--- src/rtl/sha256_pkg.sv ---
// sha256_pkg
// Shared SHA-256 constants and helpers for the SHA256d nonce scheduler:
//   SHA256_IV            - initial hash value H0..H7, packed {a..h}
//   PAD_WORD             - first padding word (single 1 bit after the message)
//   LEN_80B / LEN_32B    - low length words for an 80-byte header / 32-byte hash
//   HASH_BYTES           - digest size in bytes
//   sched_state_e        - scheduler FSM states
//   bswap32()            - 32-bit byte swap
package sha256_pkg;

    localparam int HASH_BYTES = 32;

    localparam logic [255:0] SHA256_IV = {
        32'h6a09e667, 32'hbb67ae85, 32'h3c6ef372, 32'ha54ff53a,
        32'h510e527f, 32'h9b05688c, 32'h1f83d9ab, 32'h5be0cd19
    };

    localparam logic [31:0] PAD_WORD = 32'h80000000;
    localparam logic [31:0] LEN_80B  = 32'h00000280;
    localparam logic [31:0] LEN_32B  = 32'h00000100;

    typedef enum logic [3:0] {
        ST_IDLE,
        ST_C1_START,
        ST_C1_WAIT,
        ST_C2_START,
        ST_C2_WAIT,
        ST_CHECK,
        ST_REPORT,
        ST_NEXT,
        ST_DRAIN
    } sched_state_e;

    function automatic logic [31:0] bswap32(input logic [31:0] w);
        return {w[7:0], w[15:8], w[23:16], w[31:24]};
    endfunction

endpackage

--- src/rtl/sha256d_target_cmp.sv ---
// sha256d_target_cmp
// Combinational target compare for a finished SHA256d digest.
//   h2_i      - second-pass digest, packed {a..h} (big-endian words)
//   target_i  - 256-bit unsigned target
//   hash_le_o - h2_i with all 32 bytes reversed (display/compare order)
//   hit_o     - hash_le_o <= target_i
module sha256d_target_cmp
    import sha256_pkg::*;
(
    input  logic [255:0] h2_i,
    input  logic [255:0] target_i,
    output logic [255:0] hash_le_o,
    output logic         hit_o
);

    always_comb begin
        hash_le_o = '0;
        for (int b = 0; b < HASH_BYTES; b++) begin
            hash_le_o[8*b +: 8] = h2_i[8*(HASH_BYTES-1-b) +: 8];
        end
    end

    assign hit_o = (hash_le_o <= target_i);

endmodule

--- src/rtl/sha256d_nonce_scheduler.sv ---
// sha256d_nonce_scheduler
// Drives one SHA-256 compression core through SHA256d(header) for every nonce
// of a job range [first..last] (inclusive, 32-bit wrapping), compares each
// result against the job target and reports hits.
//   clk, rst                 - clock, asynchronous active-high reset
//   job_*                    - job offer (valid/ready) with midstate, tail, range, target
//   abort                    - terminate the current job
//   found_*                  - hit report (valid/ready), nonce and byte-reversed hash
//   job_done / job_aborted   - end-of-job pulse and its cause
//   core_*                   - control/data to and from the compression core
//   hash_count               - completed SHA256d count (SHA256D_SCHED_STATS_EN only)
// Optional feature macro: SHA256D_SCHED_STATS_EN.
module sha256d_nonce_scheduler
    import sha256_pkg::*;
#(
    parameter int NONCE_W = 32
) (
    input  logic               clk,
    input  logic               rst,
    input  logic               job_valid,
    output logic               job_ready,
    input  logic [255:0]       job_midstate,
    input  logic [95:0]        job_tail,
    input  logic [NONCE_W-1:0] job_nonce_first,
    input  logic [NONCE_W-1:0] job_nonce_last,
    input  logic [255:0]       job_target,
    input  logic               abort,
    output logic               found_valid,
    input  logic               found_ready,
    output logic [NONCE_W-1:0] found_nonce,
    output logic [255:0]       found_hash,
    output logic               job_done,
    output logic               job_aborted,
`ifdef SHA256D_SCHED_STATS_EN
    output logic [31:0]        hash_count,
`endif
    output logic               core_start,
    output logic [255:0]       core_state_i,
    output logic [511:0]       core_block_i,
    input  logic               core_busy,
    input  logic               core_done,
    input  logic [255:0]       core_state_o
);

    sched_state_e       state_q, state_d;
    logic               init_q;
    logic [255:0]       midstate_q, target_q, h1_q, h2_q, hash_q;
    logic [95:0]        tail_q;
    logic [NONCE_W-1:0] nonce_q, last_q;
    logic               done_q, done_d;
    logic               aborted_q, aborted_d;
    logic               load_job, latch_h1, latch_h2, latch_hash, nonce_inc;
    logic [255:0]       hash_le;
    logic               hit;

    sha256d_target_cmp u_cmp (
        .h2_i      (h2_q),
        .target_i  (target_q),
        .hash_le_o (hash_le),
        .hit_o     (hit)
    );

    // init_q keeps job_ready low while reset is held; done_q masks the
    // IDLE cycle carrying the job_done pulse.
    assign job_ready   = init_q && !done_q && (state_q == ST_IDLE);
    assign found_valid = (state_q == ST_REPORT);
    assign found_nonce = nonce_q;
    assign found_hash  = hash_q;
    assign job_done    = done_q;
    assign job_aborted = aborted_q;

    always_comb begin
        state_d    = state_q;
        core_start = 1'b0;
        load_job   = 1'b0;
        latch_h1   = 1'b0;
        latch_h2   = 1'b0;
        latch_hash = 1'b0;
        nonce_inc  = 1'b0;
        done_d     = 1'b0;
        aborted_d  = 1'b0;
        case (state_q)
            ST_IDLE: begin
                if (job_valid && job_ready) begin
                    load_job = 1'b1;
                    state_d  = ST_C1_START;
                end
            end
            ST_C1_START, ST_C2_START: begin
                // Abort suppresses the start so nothing is left running.
                if (abort) begin
                    state_d   = ST_IDLE;
                    done_d    = 1'b1;
                    aborted_d = 1'b1;
                end else if (!core_busy) begin
                    core_start = 1'b1;
                    state_d    = (state_q == ST_C1_START) ? ST_C1_WAIT : ST_C2_WAIT;
                end
            end
            ST_C1_WAIT, ST_C2_WAIT: begin
                if (abort && core_done) begin
                    // Core finished in the same cycle: nothing left to drain.
                    state_d   = ST_IDLE;
                    done_d    = 1'b1;
                    aborted_d = 1'b1;
                end else if (abort) begin
                    state_d = ST_DRAIN;
                end else if (core_done) begin
                    latch_h1 = (state_q == ST_C1_WAIT);
                    latch_h2 = (state_q == ST_C2_WAIT);
                    state_d  = (state_q == ST_C1_WAIT) ? ST_C2_START : ST_CHECK;
                end
            end
            ST_CHECK: begin
                if (abort) begin
                    state_d   = ST_IDLE;
                    done_d    = 1'b1;
                    aborted_d = 1'b1;
                end else begin
                    latch_hash = 1'b1;
                    state_d    = hit ? ST_REPORT : ST_NEXT;
                end
            end
            ST_REPORT: begin
                if (abort) begin
                    state_d   = ST_IDLE;
                    done_d    = 1'b1;
                    aborted_d = 1'b1;
                end else if (found_ready) begin
                    state_d = ST_NEXT;
                end
            end
            ST_NEXT: begin
                if (abort) begin
                    state_d   = ST_IDLE;
                    done_d    = 1'b1;
                    aborted_d = 1'b1;
                end else if (nonce_q == last_q) begin
                    state_d = ST_IDLE;
                    done_d  = 1'b1;
                end else begin
                    nonce_inc = 1'b1;
                    state_d   = ST_C1_START;
                end
            end
            ST_DRAIN: begin
                if (core_done) begin
                    state_d   = ST_IDLE;
                    done_d    = 1'b1;
                    aborted_d = 1'b1;
                end
            end
            default: state_d = ST_IDLE;
        endcase
    end

    // Core inputs are a pure function of registered state so they stay
    // stable from each START through its WAIT. The 10-word zero run in the
    // first block includes the high word of the 64-bit length field.
    always_comb begin
        core_state_i = '0;
        core_block_i = '0;
        case (state_q)
            ST_C1_START, ST_C1_WAIT: begin
                core_state_i = midstate_q;
                core_block_i = {tail_q, bswap32(nonce_q), PAD_WORD, 320'h0, LEN_80B};
            end
            ST_C2_START, ST_C2_WAIT: begin
                core_state_i = SHA256_IV;
                core_block_i = {h1_q, PAD_WORD, 192'h0, LEN_32B};
            end
            default: ;
        endcase
    end

    always_ff @(posedge clk or posedge rst) begin
        if (rst) begin
            state_q    <= ST_IDLE;
            init_q     <= 1'b0;
            done_q     <= 1'b0;
            aborted_q  <= 1'b0;
            midstate_q <= '0;
            tail_q     <= '0;
            nonce_q    <= '0;
            last_q     <= '0;
            target_q   <= '0;
            h1_q       <= '0;
            h2_q       <= '0;
            hash_q     <= '0;
        end else begin
            state_q   <= state_d;
            init_q    <= 1'b1;
            done_q    <= done_d;
            aborted_q <= aborted_d;
            if (load_job) begin
                midstate_q <= job_midstate;
                tail_q     <= job_tail;
                nonce_q    <= job_nonce_first;
                last_q     <= job_nonce_last;
                target_q   <= job_target;
            end else if (nonce_inc) begin
                nonce_q <= nonce_q + NONCE_W'(1);
            end
            if (latch_h1)   h1_q   <= core_state_o;
            if (latch_h2)   h2_q   <= core_state_o;
            if (latch_hash) hash_q <= hash_le;
        end
    end

`ifdef SHA256D_SCHED_STATS_EN
    logic [31:0] count_q;

    always_ff @(posedge clk or posedge rst) begin
        if (rst) begin
            count_q <= '0;
        end else if (state_q == ST_CHECK) begin
            count_q <= count_q + 32'd1;
        end
    end

    assign hash_count = count_q;
`endif

endmodule

--- config.mk ---
export PLATFORM = sky130hd
export DESIGN_NAME = sha256d_nonce_scheduler
export DESIGN_NICKNAME = d
export VERILOG_FILES = /design/src/rtl/sha256_pkg.sv /design/src/rtl/sha256d_target_cmp.sv /design/src/rtl/sha256d_nonce_scheduler.sv
export SDC_FILE = /design/constraint.sdc
export NUM_CORES = 2
export LEC_CHECK = 0
export CORE_AREA = 3 3 783 785
export CTS_CLUSTER_DIAMETER = 80
export DETAILED_ROUTE_END_ITERATION = 16
export DIE_AREA = 0 0 786 788
export PLACE_DENSITY = 0.32
export SKIP_CTS_REPAIR_TIMING = 1
export SLEW_MARGIN = 20
export SYNTH_ARGS = -nofsm -noshare
export SYNTH_HDL_FRONTEND = slang
export SYNTH_SLANG_ARGS = --single-unit
--- constraint.sdc ---
create_clock -name clk -period 76 [get_ports clk]
set_input_delay 7.6 -clock clk [delete_from_list [all_inputs] [get_ports clk]]
set_output_delay 7.6 -clock clk [all_outputs]
set_load 0.05 [all_outputs]
---- Yosys cells after proc, flatten, opt, wreduce, memory -nomap -nowiden ----
Cells that the tools add are included.
operators by class
  mux-type cells .......................... 45
  magnitude comparators ................... 1
  add/sub/neg operators ................... 1
  equal/unequal tests ..................... 14
  reductions and logical operators ........ 14
operators by type and width
  kind                                                             count
  512-bit case mux with 2 select lines                             1
  256-bit case mux with 2 select lines                             1
  256-bit <= comparator                                            1
  32-bit 2-to-1 mux                                                2
  4-bit 2-to-1 mux                                                 9
  32-bit by 1-bit adder with 32-bit output, second input constant  1
  32-bit == test                                                   1
  4-bit case mux with 7 select lines                               1
  1-bit 2-to-1 mux                                                 26
  4-bit by 3-bit == test with 1-bit output, second input constant  4
  3-bit 2-to-1 mux                                                 3
  4-bit by 2-bit == test with 1-bit output, second input constant  2
  2-bit OR reduction                                               4
  5-bit AND reduction                                              1
  5-bit OR reduction                                               1
  4-bit by 1-bit == test with 1-bit output, second input constant  1
  4-bit == test, second input constant                             1
  1-bit logical AND                                                4
  4-bit zero test                                                  1
  4-bit != test, second input constant                             1
  1-bit case mux with 4 select lines                               1
  4-bit OR reduction                                               1
  3-bit by 2-bit != test with 1-bit output, second input constant  1
  3-bit != test, second input constant                             1
  other kinds (5)                                                  5
storage, ports and cells
  register bits ........................... 1447
  input port bits ......................... 935
  output and inout port bits .............. 1061
  word-level logic and storage cells ...... 87

---- Longest topological paths before layout ----
  depth in word-level cells ............... 7
  gate-level depth with buffers ........... 10
  gate-level depth less buffers ........... 10

---- By module ----
A second synthesis with hierarchy kept.
unflattened totals
  cell total of the unflattened synthesis .. 6697
  area, all modules ....................... 69310.2 sq um
modules (own cells, without submodules)
  module                   cells an instance  area an instance (sq um)  instances  seq. area each (sq um)
  sha256d_nonce_scheduler  5530               60952.2                   1          36209.7
  sha256d_target_cmp       1167               8358.0                    1          0.0

---- Least setup slack after synthesis ----
Ideal clock, no wire load.
  kind .................................... in2out
  start point ............................. input port abort
  end point ............................... output port core_start
  data arrival time ....................... 9.399 ns
  path slack .............................. 59.001 ns
  cell stages on the path ................. 4
  buffers on the path ..................... 1
  data required time ...................... 68.400 ns
  path through ............................ clkbuf_1 -> inv_1 -> nand2_1 -> nor4_1
on the way
  longest elaborated chain between the ends .. 2
ends and longest elaborated chain
  item              line                           RTL
  start, declared   sha256d_nonce_scheduler.sv:27  input logic abort,
  1-bit 2-to-1 mux  sha256d_nonce_scheduler.sv:91  if (abort) begin
  1-bit 2-to-1 mux  sha256d_nonce_scheduler.sv:82  case (state_q)
  end, declared     sha256d_nonce_scheduler.sv:37  output logic core_start,
No other way between the ends.

---- Final worst setup path ----
Ends and elaborated chain as after synthesis.

==> flow_summary.toml <==
[synthesis]
synth_flop_cell = "dfrtp_1"
yosys_warnings = 0
synth_top_area_cell = "dfrtp_1"
yosysMostFrequentCell = "nand2_1"
yosys-top-cells-area = "dfrtp_1 (55%), mux2_2 (13%), nand2_1 (8.6%)"
synth_area_per_cell_um2 = 10.8
synthMuxAreaShare_pct = 13.0
async_flop_share_pct = 100
ys_ff_latch = 1447
synthAdderAreaFrac_pct = 4.84
synth-compound-area-share_pct = 7.49
synth-simple-area-share_pct = 13.0
synth_top_family_by_area = "multiplexers"
ys_seq_area_share_pct = 54.5
synthXorXnorAreaFrac_pct = 0.844
synth_enable_flop_cells = 0
synth_common_cells = "nand2_1 (1524), dfrtp_1 (1447), mux2_2 (767)"
yosysUniqueCellTypes = 64
synthesis.area_um2 = 66400
synth_top_area_share_pct = 54.5
postSynthCellCount = 6163

[run_status]
status = "finished, final reports clean"

[cts]
cts_root_buf = "clkbuf_16"
cts_tree = "yes"
htree_levels = 4
cts.path.max_buffers = 4
clkSlewWorstSetupHoldPaths_ns = 0.05
clock_latency_ns = 0.92
cts.sinks = 1447
numCtsBuffers = 212

[worst_setup_path]
start_kind = "primary input"
worstSetupPathType = "in -> out"
arrival_ns = 9.97
crit_top_cell = "clkdlybuf4s50_1"
worst_path_max_delay_cell = "clkdlybuf4s50_1"
required_ns = 68.40
worst-path-max-fanout = 9
crit_chain = "clkdlybuf4s50_1 -> inv_1 -> nand2_1 -> nor4_1 -> clkdlybuf4s50_1"
max_stage_delay_ns = 0.92
worstSetupEndpointType = "output port"

[timing]
tns_ns = 0
fmax_mhz = 56.9
worstMarginPinSlew_ns = 1.28
fin_crit_sh_pct = 23.1
fin_crit_ns = 17.57
slew_headroom_pct = 14.4
finalMaxSlewViolations = 0
setup_viol = 0
finalHoldViolCount = 0
rsz0062_at_grt = "false"
holdWs_ns = 0.464
worst_clock_skew_ns = 0.0616

[finish]
nNetsFinal = 9069
area_growth_pct = 50.4
drive_above_1_share_pct = 15.3
design_area_um2 = 99900

[hold_path]
hp-class = "reg -> reg"

[power_and_ir_drop]
swShare_pct = 46.0
p_int_mw = 2.35
power_frac_comb_pct = 44.5
p_seq_share_pct = 31.8
p_per_area_nw_per_um2 = 43.5
p_leak_nw = 45.1
vdd_ir_drop_max_mv = 0.0392
p_switching_mw = 2.00
p_clk_share_pct = 23.7

[floorplan]
die_area_um2 = 619000
dieWidth_um = 786
rows = 286
initial_core_util_pct = 11.0
core_area_um2 = 607000
io_pins = 1996
dieHeight_um = 788

[route]
drc = 0
ant_nets = 0
vias = 52809
via_per_inst = 3.26
drt_pass1_iterations = 5
wl_per_cell_um = 28.3
drtIter0Drc = 2639
wl_um = 457000

[grt]
grt_overflow = 0
antenna_found_initial = 339
grt_max_degree = 146
grt_pass1_wl_um = 585000
track_usage_pct = 14.3
grt_pass1_vias = 53980

[flow_run]
cap_viol_max_count = 0

[place]
gp_congestion = 0.793
placed_area_um2 = 92600
place_hpwl_um = 377000
io_buffers = 1743
==> final cells by class <==
type	count	area (um2)
multi-input cells	4114	27100
clock inverters	75	960
fillers	67785	507000
inverters	270	1020
repair buffers	1832	18200
flip-flops and latches	1447	36200
diodes	74	185
well taps	8064	10100
clock buffers	307	6150
==> sequential cells by signal (all words and copies together) (netlist names), 32 cells and up <==
name         cells
h1_q           256
tail_q          96
found_hash     256
last_q          32
target_q       256
h2_q           256
found_nonce     32
midstate_q     256
==> metrics by stage <==
step | worst slack (ns) | util [%] | power (mW) | instances
detailed placement | 58.45 | 15.3 | 3.38 | 15727
global placement | 58.45 | 15.3 | 3.38 | 15726
finish | 58.43 | 16.5 | 4.35 | 16183
floorplan | 27.59 | - | 2.48 | 6414
global route | 58.35 | 16.4 | 4.62 | 16123
CTS | 58.44 | 16.4 | 4.46 | 16109
==> path summary, 6_finish.rpt <==
path / depth (start not counted) / slack (ns) / end / startpoint
max reg2reg: 8 / 70.97 / midstate_q[223] / state_q[1]
min in group asynchronous: 2 / 7.23 / tail_q[0] / rst
min reg2reg: 2 / 0.46 / midstate_q[180] / midstate_q[180]
max: 5 / 58.43 / core_start / abort
min: 2 / 0.46 / midstate_q[180] / midstate_q[180]
max in group asynchronous: 9 / 63.34 / midstate_q[104] / rst
==> cells by family after synthesis <==
kind of cell / after synthesis
multiplexers: 768
AND/OR/NAND/NOR: 1995
flip-flops: 1447
buffers and inverters: 853
other: 2
XOR/XNOR: 64
adder cells (fa/ha/maj): 257
AO/OA/AOI/OAI: 777
==> routing by layer <==
layer	wire length, um	vias to the layer above	track usage (%)
met1	185000	26436	17.0
met2	228000	1885	25.4
met5	597	-	0
li1	-	23665	-
met4	9120	90	2.20
met3	34900	733	4.40
==> worst max-delay path, delay by kind of cell <==
family	cells	cell delay (ns)
buffers and inverters	3	1.74
and+or+nand+nor	2	0.63
==> layout by cell type, fill, tap and decap left out, drive strengths merged, types with 12 or more instances in the layout <==
cell           synthesis  layout
mux2                 767     767
nand4                 70      70
a21oi                109     109
bufinv                 0      14
nor2                  41      41
clkbuf               300     307
inv                  270     287
buf                  283     101
nor4                  17      17
nand3                 44      44
nand2               1524    1524
a22o                 129     129
diode                  0      74
ha                   257     257
conb                   2     253
o21ai                324     324
a21o                 158     158
nor3                  14      14
clkinv                 0      38
and2                 249     249
xnor2                 43      43
xor2                  21      21
clkdlybuf4s50          0    1731
and4                  12      12
dfrtp               1447    1447
==> power by group through the flow <==
| stage | registers (mW) | clock network, mW | logic (mW) |
|---|---|---|---|
| 6_report | 1.38 | 1.03 | 1.94 |
| 2_1_floorplan | 1.28 | 0 | 1.20 |
| 3_3_place_gp | 1.41 | 0 | 1.97 |
| 3_5_place_dp | 1.41 | 0 | 1.97 |
| 5_1_grt | 1.42 | 1.10 | 2.10 |
| 4_1_cts | 1.40 | 1.08 | 1.98 |
Power figures use the tool's default switching activity.
